[config.mk]
export PLATFORM = sky130hd
export DESIGN_NAME = seg_scan_decoder
export DESIGN_NICKNAME = d
export VERILOG_FILES = /design/src/rtl/seg_scan_decoder.sv
export SDC_FILE = /design/constraint.sdc
export NUM_CORES = 1
export LEC_CHECK = 0
export CAP_MARGIN = 20
export CORE_MARGIN = 4
export CORE_UTILIZATION = 53
export DETAILED_ROUTE_END_ITERATION = 6
export DONT_BUFFER_PORTS = 1
export GPL_TIMING_DRIVEN = 0
export PLACE_DENSITY = 0.78
export SYNTH_ARGS = -nofsm -noshare
export SYNTH_HDL_FRONTEND = slang
export SYNTH_SLANG_ARGS = --single-unit
[constraint.sdc]
create_clock -name clk -period 3.6 [get_ports clk]
set_input_delay 0.36 -clock clk [delete_from_list [all_inputs] [get_ports clk]]
set_output_delay 0.36 -clock clk [all_outputs]
set_load 0.05 [all_outputs]
[src/rtl/seg_scan_decoder.sv]
// Rebuilds the hex value and decimal points shown on a multiplexed 4-digit seven-segment bus.
// A digit is accepted once its anode/segment lines hold steady; a frame completes once all
// four digits have been seen.
module seg_scan_decoder #(
  parameter int unsigned STABLE_CYC  = 4,
  parameter int unsigned TIMEOUT_CYC = 1048576
) (
  input  logic        clk,
  input  logic        rst,
  input  logic [3:0]  AN,
  input  logic [7:0]  SEGMENT,
  output logic [15:0] Hexs,
  output logic [3:0]  Point,
  output logic        frame_valid,
  output logic        pattern_err,
  output logic        bad_anode,
  output logic        stalled
);

  localparam int unsigned RunW = (STABLE_CYC > 2) ? $clog2(STABLE_CYC) : 1;
  localparam int unsigned TmoW = (TIMEOUT_CYC > 2) ? $clog2(TIMEOUT_CYC) : 1;
  localparam logic [RunW-1:0] RunMax = RunW'(STABLE_CYC - 1);
  localparam logic [TmoW-1:0] TmoMax = TmoW'(TIMEOUT_CYC - 1);

  logic [3:0]       an_prev_q, an_prev_d;
  logic [7:0]       seg_prev_q, seg_prev_d;
  logic [RunW-1:0]  run_cnt_q, run_cnt_d;
  logic             taken_q, taken_d;
  logic [3:0]       seen_q, seen_d;
  logic [3:0][3:0]  nib_q, nib_d;
  logic [3:0]       dp_q, dp_d;
  logic [3:0]       err_q, err_d;
  logic [15:0]      hexs_q, hexs_d;
  logic [3:0]       point_q, point_d;
  logic             frame_valid_q, frame_valid_d;
  logic             pattern_err_q, pattern_err_d;
  logic             bad_anode_q, bad_anode_d;
  logic [TmoW-1:0]  tmo_q, tmo_d;
  logic             stalled_q, stalled_d;

  logic       same, legal, capture, frame_done;
  logic [1:0] dig_idx;
  logic [3:0] dec_nib;
  logic       dec_err;

  // Segment lines are active-low; the table is in g..a active-high form.
  always_comb begin
    dec_nib = 4'h0;
    dec_err = 1'b0;
    case (~SEGMENT[6:0])
      7'h3F: dec_nib = 4'h0;
      7'h06: dec_nib = 4'h1;
      7'h5B: dec_nib = 4'h2;
      7'h4F: dec_nib = 4'h3;
      7'h66: dec_nib = 4'h4;
      7'h6D: dec_nib = 4'h5;
      7'h7D: dec_nib = 4'h6;
      7'h07: dec_nib = 4'h7;
      7'h7F: dec_nib = 4'h8;
      7'h6F: dec_nib = 4'h9;
      7'h77: dec_nib = 4'hA;
      7'h7C: dec_nib = 4'hB;
      7'h39: dec_nib = 4'hC;
      7'h5E: dec_nib = 4'hD;
      7'h79: dec_nib = 4'hE;
      7'h71: dec_nib = 4'hF;
      default: begin
        dec_nib = 4'h0;
        dec_err = 1'b1;
      end
    endcase
  end

  always_comb begin
    dig_idx = 2'd0;
    unique case (AN)
      4'b1110: dig_idx = 2'd0;
      4'b1101: dig_idx = 2'd1;
      4'b1011: dig_idx = 2'd2;
      4'b0111: dig_idx = 2'd3;
      default: dig_idx = 2'd0;
    endcase
  end

  always_comb begin
    same  = ({AN, SEGMENT} == {an_prev_q, seg_prev_q});
    legal = $onehot(~AN);

    an_prev_d  = AN;
    seg_prev_d = SEGMENT;

    run_cnt_d = '0;
    taken_d   = 1'b0;
    if (same) begin
      run_cnt_d = (run_cnt_q == RunMax) ? RunMax : run_cnt_q + RunW'(1);
      taken_d   = taken_q | (run_cnt_d == RunMax);
    end
    capture = same && (run_cnt_d == RunMax) && !taken_q && legal;

    // A capture on the completion edge belongs to the next frame.
    frame_done = (seen_q == 4'hF);
    seen_d = frame_done ? 4'h0 : seen_q;
    nib_d  = nib_q;
    dp_d   = dp_q;
    err_d  = err_q;
    if (capture) begin
      seen_d[dig_idx] = 1'b1;
      nib_d[dig_idx]  = dec_nib;
      dp_d[dig_idx]   = ~SEGMENT[7];
      err_d[dig_idx]  = dec_err;
    end

    hexs_d        = hexs_q;
    point_d       = point_q;
    pattern_err_d = pattern_err_q;
    frame_valid_d = frame_done;
    if (frame_done) begin
      hexs_d        = nib_q;
      point_d       = dp_q;
      pattern_err_d = |err_q;
    end

    bad_anode_d = bad_anode_q | !$onehot0(~AN);

    tmo_d     = capture ? '0 : ((tmo_q == TmoMax) ? tmo_q : tmo_q + TmoW'(1));
    stalled_d = (tmo_q == TmoMax);
  end

  always_ff @(posedge clk) begin
    if (!rst) begin
      an_prev_q     <= 4'hF;
      seg_prev_q    <= 8'hFF;
      run_cnt_q     <= '0;
      taken_q       <= 1'b0;
      seen_q        <= 4'h0;
      nib_q         <= '0;
      dp_q          <= 4'h0;
      err_q         <= 4'h0;
      hexs_q        <= 16'h0;
      point_q       <= 4'h0;
      frame_valid_q <= 1'b0;
      pattern_err_q <= 1'b0;
      bad_anode_q   <= 1'b0;
      tmo_q         <= '0;
      stalled_q     <= 1'b0;
    end else begin
      an_prev_q     <= an_prev_d;
      seg_prev_q    <= seg_prev_d;
      run_cnt_q     <= run_cnt_d;
      taken_q       <= taken_d;
      seen_q        <= seen_d;
      nib_q         <= nib_d;
      dp_q          <= dp_d;
      err_q         <= err_d;
      hexs_q        <= hexs_d;
      point_q       <= point_d;
      frame_valid_q <= frame_valid_d;
      pattern_err_q <= pattern_err_d;
      bad_anode_q   <= bad_anode_d;
      tmo_q         <= tmo_d;
      stalled_q     <= stalled_d;
    end
  end

  assign Hexs        = hexs_q;
  assign Point       = point_q;
  assign frame_valid = frame_valid_q;
  assign pattern_err = pattern_err_q;
  assign bad_anode   = bad_anode_q;
  assign stalled     = stalled_q;

endmodule

Word level (Yosys, flattened, before mapping)
Cells that the tools add are included.
{ "op_classes": {"reduce_logical": 10, "add_sub_neg": 5, "n_div": 0, "magnitude_cmp": 3, "shift": 0, "mul": 0, "n_mux": 14, "eq_ne": 26, "bitwise_logic": 7} }
{ "op_table": {"columns": ["operator", "count"], "rows": [
  ["$eq A7 B7 Y1 const B", 12],
  ["$pmux W4 S15", 1],
  ["$add A20 B1 Y20 const B", 1],
  ["$eq A20 B20 Y1 const B", 1],
  ["$bwmux W16", 1],
  ["$reduce_or A16 Y1", 1],
  ["$eq A7 B3 Y1 const B", 2],
  ["$eq A7 B6 Y1 const B", 2],
  ["$eq A12 B12 Y1", 1],
  ["$eq A4 B4 Y1 const B", 3],
  ["$mux W4", 3],
  ["$bwmux W4", 2],
  ["$demux W4 S2", 1],
  ["$not A7 Y7", 1],
  ["$eq A2 B2 Y1 const B", 3],
  ["$pmux W2 S3", 1],
  ["$add A1 B1 Y2", 2],
  ["$eq A4 B3 Y1 const B", 1],
  ["$logic_and A1 B1 Y1", 4],
  ["$mux W2", 2],
  ["$not A4 Y4", 1],
  ["$or A4 B4 Y4", 1],
  ["$reduce_or A4 Y1", 1],
  ["$add A2 B2 Y3", 1],
  ["12 further kinds", 16]
]} }
{ "word_totals": {"out_inout_bits": 24, "ff_bits": 87, "latchBits": 0, "ramBits": 0, "in_bits": 14, "memories": 0, "mem_bits_ro": 0} }

Depth between registers and ports, before layout
Gate-level depths: netlist of the first run.
{ "logic_depth": {"depth_word": 8, "ltp_mapped": 12} }

Worst setup path after synthesis of the first run
OpenSTA, ideal clock, no wires.
{ "synth_path": {"path_type": "input to register", "start": "in AN[0]", "end": "reg tmo_q[12]", "path_buffers": 2, "required_ns": 3.468, "setup_time_ns": 0.132, "setup_slack_ns": 0.714, "arrival_ns": 2.754, "cell_stages": 12, "path_cell_list": "fa_1 > inv_1 > ha_1 > inv_1 > ha_1 > nor3b_1 > and2_1 > and4_1 > clkbuf_1 > nand2b_1 > clkbuf_1 > nor3_1"} }
{ "synth_between": {"elab_chain_len": 7} }
{ "synth_rtl": {"columns": ["element", "line", "text"], "rows": [
  ["start, declared", "10", "input logic [3:0] AN,"],
  ["$eq A12 B12 Y1", "86", "same = ({AN, SEGMENT} == {an_prev_q, seg_prev_q});"],
  ["$mux W2", "94", "if (same) begin"],
  ["$eq A2 B2 Y1", "98", "capture = same && (run_cnt_d == RunMax) && !taken_q && legal;"],
  ["$logic_and A1 B1 Y1 (2 in a row)", "98", null],
  ["$logic_and A1 B1 Y1 *", "98", null],
  ["$reduce_or A2 Y1 (no source line) *", null, null],
  ["end signal, assigned", "160", "tmo_q <= tmo_d;"],
  ["end, declared", "38", "logic [TmoW-1:0] tmo_q, tmo_d;"]
]} }
Every way passes the cells marked *; elsewhere a longest branch is shown, timed or not.
A chain may end at the register's enable or synchronous reset.

Worst setup path in the final report of the first run
{ "layout_path": {"start": "in AN[0]", "end": "reg tmo_q[7]"} }
The elaborated chain is that of the path after synthesis.

==> results of run 1 <==
[how the worst max path moves through the flow]
stage          startpoint         to  slack [ps]  cells after the start
2_1_floorplan       AN[0]  tmo_q[12]         710                     12
3_3_place_gp        AN[0]  tmo_q[12]         290                     12
3_5_place_dp        AN[0]   tmo_q[4]         210                     12
4_1_cts             AN[0]   tmo_q[7]         590                     12
5_1_grt             AN[0]   tmo_q[7]         310                     12
6_report            AN[0]   tmo_q[7]         570                     12
[worst max-delay path: stages]
cell	delay (ps)
sky130_fd_sc_hd__fa_1	510
sky130_fd_sc_hd__inv_1	40
sky130_fd_sc_hd__ha_1	200
sky130_fd_sc_hd__inv_1	80
sky130_fd_sc_hd__ha_1	220
sky130_fd_sc_hd__nor3b_1	480
sky130_fd_sc_hd__and2_1	210
sky130_fd_sc_hd__and4_1	180
sky130_fd_sc_hd__clkbuf_1	320
sky130_fd_sc_hd__nand2b_1	180
sky130_fd_sc_hd__clkbuf_1	370
sky130_fd_sc_hd__nor2_1	110
[power groups by stage]
| stage | clock network, mW | registers (mW) | logic [mW] |
|---|---|---|---|
| final | 0.721 | 0.986 | 0.111 |
| after global routing | 0.769 | 0.988 | 0.126 |
| after CTS | 0.727 | 0.987 | 0.111 |
| after detailed placement | 0 | 1.01 | 0.111 |
| after global placement | 0 | 1.01 | 0.107 |
| after floorplan | 0 | 1.01 | 0.0868 |
[synth_stat cells (all sizes together), types with 2 or more instances]
master | number | area share
ha | 7 | 0.023
o211a | 4 | 0.010
a211oi | 8 | 0.017
nor4 | 9 | 0.026
clkbuf | 19 | 0.018
and3 | 3 | 0.0049
and4 | 4 | 0.0091
o21ai | 7 | 0.0091
a21o | 3 | 0.0058
o41ai | 3 | 0.0068
nor3b | 4 | 0.0078
mux2i | 19 | 0.049
a32oi | 2 | 0.0045
or4 | 4 | 0.0097
nand2b | 9 | 0.015
inv | 12 | 0.012
dfxtp | 87 | 0.45
xor2 | 17 | 0.039
nor3 | 7 | 0.0091
buf | 5 | 0.015
and4b | 2 | 0.0055
nor2b | 2 | 0.0032
a21oi | 37 | 0.048
nor2 | 45 | 0.044
a2111oi | 2 | 0.0045
o31ai | 2 | 0.0039
nand4 | 9 | 0.015
nand2 | 64 | 0.062
xnor2 | 9 | 0.020
nand3 | 9 | 0.012
and3b | 3 | 0.0071
[state kept, by name (all words and copies together) (netlist names), 2 cells and up]
signal      count
run_cnt_q       2
dp_q            4
Point           4
Hexs           16
nib_q          16
tmo_q          20
seg_prev_q      8
an_prev_q       4
err_q           4
seen_q          4
[per-layer routing]
metal,global-route usage,vias up,part of all wire
met2,0.306,80,0.46
met1,0.259,1405,0.45
met4,0.0806,0,0.026
met3,0.0451,20,0.056
met5,0,-,0
li1,-,1517,-
[final cells by class]
| cell class | instances | area (µm²) |
|---|---|---|
| Fill cell | 611 | 2750 |
| Tap cell | 96 | 120 |
| Inverter | 13 | 48.8 |
| Buffer | 25 | 136 |
| Clock buffer | 9 | 124 |
| Clock inverter | 7 | 86.3 |
| Sequential cell | 87 | 1740 |
| Multi-Input combinational cell | 308 | 1940 |
[kinds of logic (layout without fill, tap and decap cells)]
family | Yosys count | count (layout)
DFF | 87 | 87
and+or+nand+nor | 182 | 182
xor gates and xnor gates | 26 | 26
AOI/OAI and AO/OA | 72 | 72
buffers and inverters | 38 | 54
muxes | 20 | 20
adders and majority gates | 8 | 8
[metrics by stage]
stage / utilization / hold WS (ps) / instances
floorplan: - / 408 / 433
global route: 0.604 / 61.6 / 545
CTS: 0.604 / 53.4 / 545
global placement: 0.574 / 416 / 529
finish: 0.604 / 65.1 / 545
detailed placement: 0.574 / 428 / 529
==> impl_summary.md, run 1 <==
Drt
The length of the first detailed-routing pass in iterations is 4. The routed length per placed instance is 14.8 µm. The starting DRC count in detailed routing is 100. The number of vias in the routed layout is 3022.

The remaining number of nets flagged by the antenna check after routing is 0. The routed design has 8070 µm of wire. The remaining design rule violation count is 0. The detail-routed via count per cell is 5.54.

Timing
The tightest slew margin relative to the limit is 0.449. Setup slack on the critical path of the routed design comes to 569 ps. The maximum clock skew at final layout is 19.5 ps. The final hold violation count is 0. Summed over all failing endpoints, the final setup total negative slack is 0 ps. Timing would allow up to 0.330 GHz. Setup repair after global routing left no endpoint under its margin. The number of max-slew violations in the final report came to 0. Setup violations remaining at the end of the flow were counted as 0.

At the pin with the least slew margin, the transition time is 819 ps. The final critical path time including I/O delays and setup is 3030 ps. Dividing the final minimum period by the clock period gives 0.842.

Clocking
Clock latency on the worst-skew pair, taken at its later pin, is 370 ps. The H-tree was split into 3 levels. The clock slew at the register clock pins of the worst setup and hold paths is 90 ps. The number of buffers inserted during clock tree synthesis is 9.

The cell sitting at the root of the clock tree is a sky130_fd_sc_hd__clkbuf_8. For this design, the sink count on the clock tree is 87. TritonCTS built the clock tree.

The number of setup buffers added after CTS is 0. The number of buffers on the longest clock path is 2. The number of hold buffers added after CTS is 0. In this run, post-CTS repair resized a total of 0 instances.

Logic synthesis
The unique cell type count in the Yosys netlist is 53. Of the total synthesized cell area, the portion taken by XOR and XNOR cells is 0.0589. After synthesis, the largest family of logic cells by area is simple AND/OR/NAND/NOR gates. The synthesized netlist occupies a cell area of 3870 µm². The share of synthesized area spent on multiplexers is 0.0521. The synthesized netlist net count is 455. The post-synthesis instance total is 433. The sequential element share of the synthesized area is 0.450. The area fraction in and, or, nand and nor cells after synthesis is 0.245.

The compound-cell area share of the yosys netlist came to 0.117. The synthesized-area fraction occupied by adder cells is 0.0278. For this run, the leading register cell type out of synthesis is sky130_fd_sc_hd__dfxtp_1.

The number of synthesized register bits is 87. The fraction of registers with async set or reset after synthesis is 0. The mean post-synth cell area is 8.93 µm².

The number of synthesized flops with an enable pin is 0. During synthesis, Yosys emitted a total of 0 warnings.

Power
The share of total power dissipated in sequential elements is 0.542. The net switching power is 0.467 mW. The total internal power is 1.35 mW.

The share of total power dissipated in combinational logic is 0.061. The highest ir drop seen on vdd is 0.185 mV. The overall power consumption is 1.82 mW. The switching share of power is 0.257. Dividing total power by cell area gives a power density of 433 nW/µm².

The share of total power dissipated in the clock network is 0.397. The leakage dissipation is 1.55 nW.

Layout
Of the cells placed in the final design, the portion with a size suffix greater than 1 is 0.0735. The library cells used most frequently in the layout, excluding fill and tap cells, are 87 x sky130_fd_sc_hd__dfxtp_1, 64 x sky130_fd_sc_hd__nand2_1, 45 x sky130_fd_sc_hd__nor2_1. After the last flow step, the layout net total stands at 466. Leaving out fill and tap cells, the most frequent cell in the layout is sky130_fd_sc_hd__dfxtp_1. The area of all placed cells without fillers is 4200 µm².

The number of antenna diodes in the final layout is 0. The signed area change from the synthesized netlist to the final layout is 8.54%.

Die
The region available for standard cell placement spans 6940 µm². For this design the top-level I/O count stands at 38. In this run the horizontal extent of the chip is 93.4 µm. The count of standard-cell rows is 30.

The height of the chip is 93.4 µm. The effective utilization at floorplan is 0.557. The total die area is 8730 µm².

Place
The routability-driven placement congestion ratio is 0.821. The count of buffers added on input and output ports is 0. In this run the cell area measured after placement is 3990 µm².

Timing analysis after detailed placement gives a worst setup slack of 213 ps. The estimated wirelength of the detail-placed design is 5860 µm.

Global routing
The number of global-route vias before repair is 2868. The number of antenna violations at the first check in global routing is 0. The pin count of the biggest net entering global routing is 18. The first global-routing pass estimated 13500 µm of wire. The total congestion overflow is 0. In the global route stage, overall resource usage came out at 0.195.

Setup path
The capture instance of the worst register-to-register path is tmo_q[17]. Setup slack on the worst reg-to-reg path comes out at 1350 ps. The worst setup path is launched from a primary input. The data arrival time at the worst-slack endpoint is 3260 ps.

Along the worst path, the maximum fanout reaches 10. The type of the setup path with the least slack is primary input to register. The sort of element at the end of the critical path is a register. Measured in cells, the most critical reg-to-reg path has a length of 7. At the worst endpoint, the required time is 3830 ps. The startpoint identified for the worst register-to-register timing path is tmo_q[0].

Hold path
For hold timing, the worst endpoint is seg_prev_q[2]. The worst min-delay path startpoint is rst. The class of the tightest hold or removal check is primary input to register.

The hold-critical path depth is 1.

Outcome
The flow ran to the end, and the final reports show no timing, DRC or antenna violations.

Job
The number of max-capacitance violations reported is 0.
(Power assumes the default switching activity.)
==> run 2, diff against run 1 <==
Settings changed: PLACE_DENSITY 0.78 to 0.81.
Clock period 3.6 ns to 2.6 ns, I/O delays scaled along.
==> run 2 against run 1 <==
Compared with the run above: cell count increased by 0.92%; worst hold slack got worse by 46 ps; die area unchanged; clock-buffer cell count increased by 1; non-clock buffer count increased by 5; power increased by 37%; critical path type unchanged; wire length increased by 6.2%; largest cell class unchanged; sequential share of layout area decreased by 0.53 points.
==> impl_summary.md, run 2 (synthesis gave the netlist of run 1 again) <==
Die
The die span in x is 93.4 µm (unchanged). The total die area is 8730 µm² (unchanged). The number of top-level design ports is 38 (unchanged). The count of standard-cell rows is 30 (unchanged). The area of the core came to 6940 µm² (unchanged). The effective utilization at floorplan is 0.557 (unchanged). The height of the chip was 93.4 µm (unchanged).

Power
The highest ir drop seen on vdd is 0.369 mV (+100%). The overall power consumption is 2.50 mW (+37%). The leakage dissipation is 1.58 nW (+1.9%). The cell area power density is 588 nW/µm² (+36%).

Layout
The flip-flop count of the largest register, all copies and words added is 20 (unchanged). The net count of the finished layout came to 471 (+1.1%). The top register by number of flip-flops is tmo_q.

The area of all placed cells without fillers is 4250 µm² (+1.3%). The signed area change from the synthesized netlist to the final layout is 9.94%. The antenna diode count came to 0 (unchanged). The library cell used most frequently in the layout, excluding fill and tap cells, is sky130_fd_sc_hd__dfxtp_1. The core occupancy in the finished layout is 0.612 (+0.00775). In the layout the commonest cells are 87 x sky130_fd_sc_hd__dfxtp_1, 64 x sky130_fd_sc_hd__nand2_1, 45 x sky130_fd_sc_hd__nor2_1. The share of post-route cells with drive strength above 1 is 0.0837 (+0.0102).

Global routing
The total congestion overflow is 0 (unchanged). The global-route usage over all layers is 0.206 (+0.0111). The wire length of the first global-routing pass is 14400 µm (+6.3%). The pin count of the biggest net entering global routing is 16 (-2). The number of antenna violations at the first check in global routing is 0 (unchanged). The number of global-route vias before repair is 3049 (+6.3%).

Timing
Setup repair after global routing left no endpoint under its margin. The maximum clock skew at final layout is 15.1 ps (-4.34 ps). The tightest slew margin relative to the limit is 0.470 (+0.0212). The final setup violation count was 0 (unchanged). The final hold slack is 19.0 ps (-46.1 ps). Dividing the final minimum period by the clock period gives 0.943.

The final critical path time including I/O delays and setup is 2450 ps. The total negative setup slack came to 0 ps (unchanged). The final hold violation count is 0 (unchanged).

For this run, the top clock speed supported by timing is 0.408 GHz. The slew at the pin closest to its max-slew limit came to 787 ps (-31.5 ps). The number of max-slew violations in the final report came to 0 (unchanged).

Place
The area of placed instances is 3990 µm² (+0.19%). The estimated wirelength of the detail-placed design is 5990 µm (+2.2%). The routability-driven placement congestion ratio is 0.869 (+5.8%). The count of port buffers added during placement came to 0 (unchanged).

Hold path
In this run the most critical hold path is launched from AN[1]. The path with the worst hold slack has its endpoint at an_prev_q[1]. The class of the tightest hold or removal check is primary input to register. The hold-critical path depth is 2 (+1).

Setup path
The internal reg-to-reg setup slack is 290 ps (-1060 ps). The worst register-to-register path begins at seg_prev_q[4]. The type of the setup path with the least slack is primary input to register. The peak fanout along the critical path is 7 (-3). The capture instance of the worst register-to-register path is nib_q[6]. The kind of launch point of the worst setup path is a primary input. The worst setup path is captured at a register. The path depth of the worst reg2reg path is 6 (-1). The data arrival time at the worst-slack endpoint is 2700 ps (-560 ps). The data required time at the worst endpoint is 2850 ps (-980 ps).

Drt
The remaining number of nets flagged by the antenna check after routing is 0 (unchanged). The total routed wirelength was 8570 µm (+6.2%). The number of vias in the routed layout is 3129 (+3.5%). The remaining design rule violation count is 0 (unchanged). The detail-routed via count per cell was 5.69 (+2.6%). The starting DRC count in detailed routing is 141 (+41%). The length of the first detailed-routing pass in iterations is 4 (unchanged). The routed length per placed instance is 15.6 µm (+5.2%).

Clocking
The tree is rooted in a sky130_fd_sc_hd__clkbuf_8. The number of buffers on the longest clock path was 2 (unchanged). TritonCTS built the clock tree. The clock net sink count is 87 (unchanged). The clock slew at the register clock pins of the worst setup and hold paths came to 90 ps (about the same). The clock network latency to the later pin of the worst-skew pair is 360 ps (about the same). The number of buffers inserted during clock tree synthesis is 9 (unchanged).

The count of H-tree levels built during CTS is 3 (unchanged).

Job
The number of max-capacitance violations reported was 0 (unchanged).

Outcome
The run finished with clean final reports.
## run 2: cell types whose count changed in the layout (fill, tap and decap cells not counted), sizes merged
cell,previous run,this run
clkinvlp,1,2
buf,5,7
inv,16,13
dlygate4sd3,0,4
clkinv,2,3
## run 2: worst max-delay path, cell delays in order
cell	delay, ps
sky130_fd_sc_hd__fa_1	520
sky130_fd_sc_hd__inv_1	40
sky130_fd_sc_hd__ha_1	190
sky130_fd_sc_hd__inv_1	90
sky130_fd_sc_hd__ha_1	240
sky130_fd_sc_hd__nor3b_2	280
sky130_fd_sc_hd__and2_1	190
sky130_fd_sc_hd__and4_1	370
sky130_fd_sc_hd__nand2_1	240
sky130_fd_sc_hd__o211a_1	290
## run 2: worst max path at each step
stage / start / to / depth (start not counted)
finish: AN[0] / nib_q[3] / 10
global route: AN[0] / nib_q[6] / 10
CTS: AN[0] / nib_q[3] / 11
detailed placement: AN[0] / nib_q[3] / 11
global placement: AN[0] / nib_q[3] / 11
floorplan: AN[0] / nib_q[3] / 11
## run 2: final cells by class
type,count,area (µm²)
Buffer,24,135
Clock buffer,10,138
Clock inverter,6,67.6
Fill cell,612,2690
Inverter,13,48.8
Multi-Input combinational cell,308,1940
Sequential cell,87,1740
Tap cell,96,120
Timing Repair Buffer,6,55.1
## run 2: metrics by stage
step	cells	setup WS (ps)
after global routing	550	10.7
after CTS	549	28.7
after detailed placement	529	-373
final	550	149
after floorplan	433	28.2
after global placement	529	-267
## run 2: repair_timing
item	4_1_cts	5_1_grt
resized for setup	0	0
hold buffers	4	0
endpoints found under the setup margin	0	24
setup buffers	0	2
endpoints found under the hold margin	6	0
## run 2: layer usage
layer  vias to the layer above  GRT usage  share of wire
li1                       1531          -              -
met1                      1503      0.254           0.44
met2                        82      0.346           0.49
met3                        13     0.0442          0.054
met4                         0     0.0891          0.019
met5                         -          0              0
## run 2: power breakdown
part	total, mW	internal, mW	switching [mW]
clock network	0.968	0.473	0.495
registers	1.37	1.35	0.0193
logic	0.164	0.0642	0.100
total	2.50	1.89	0.614
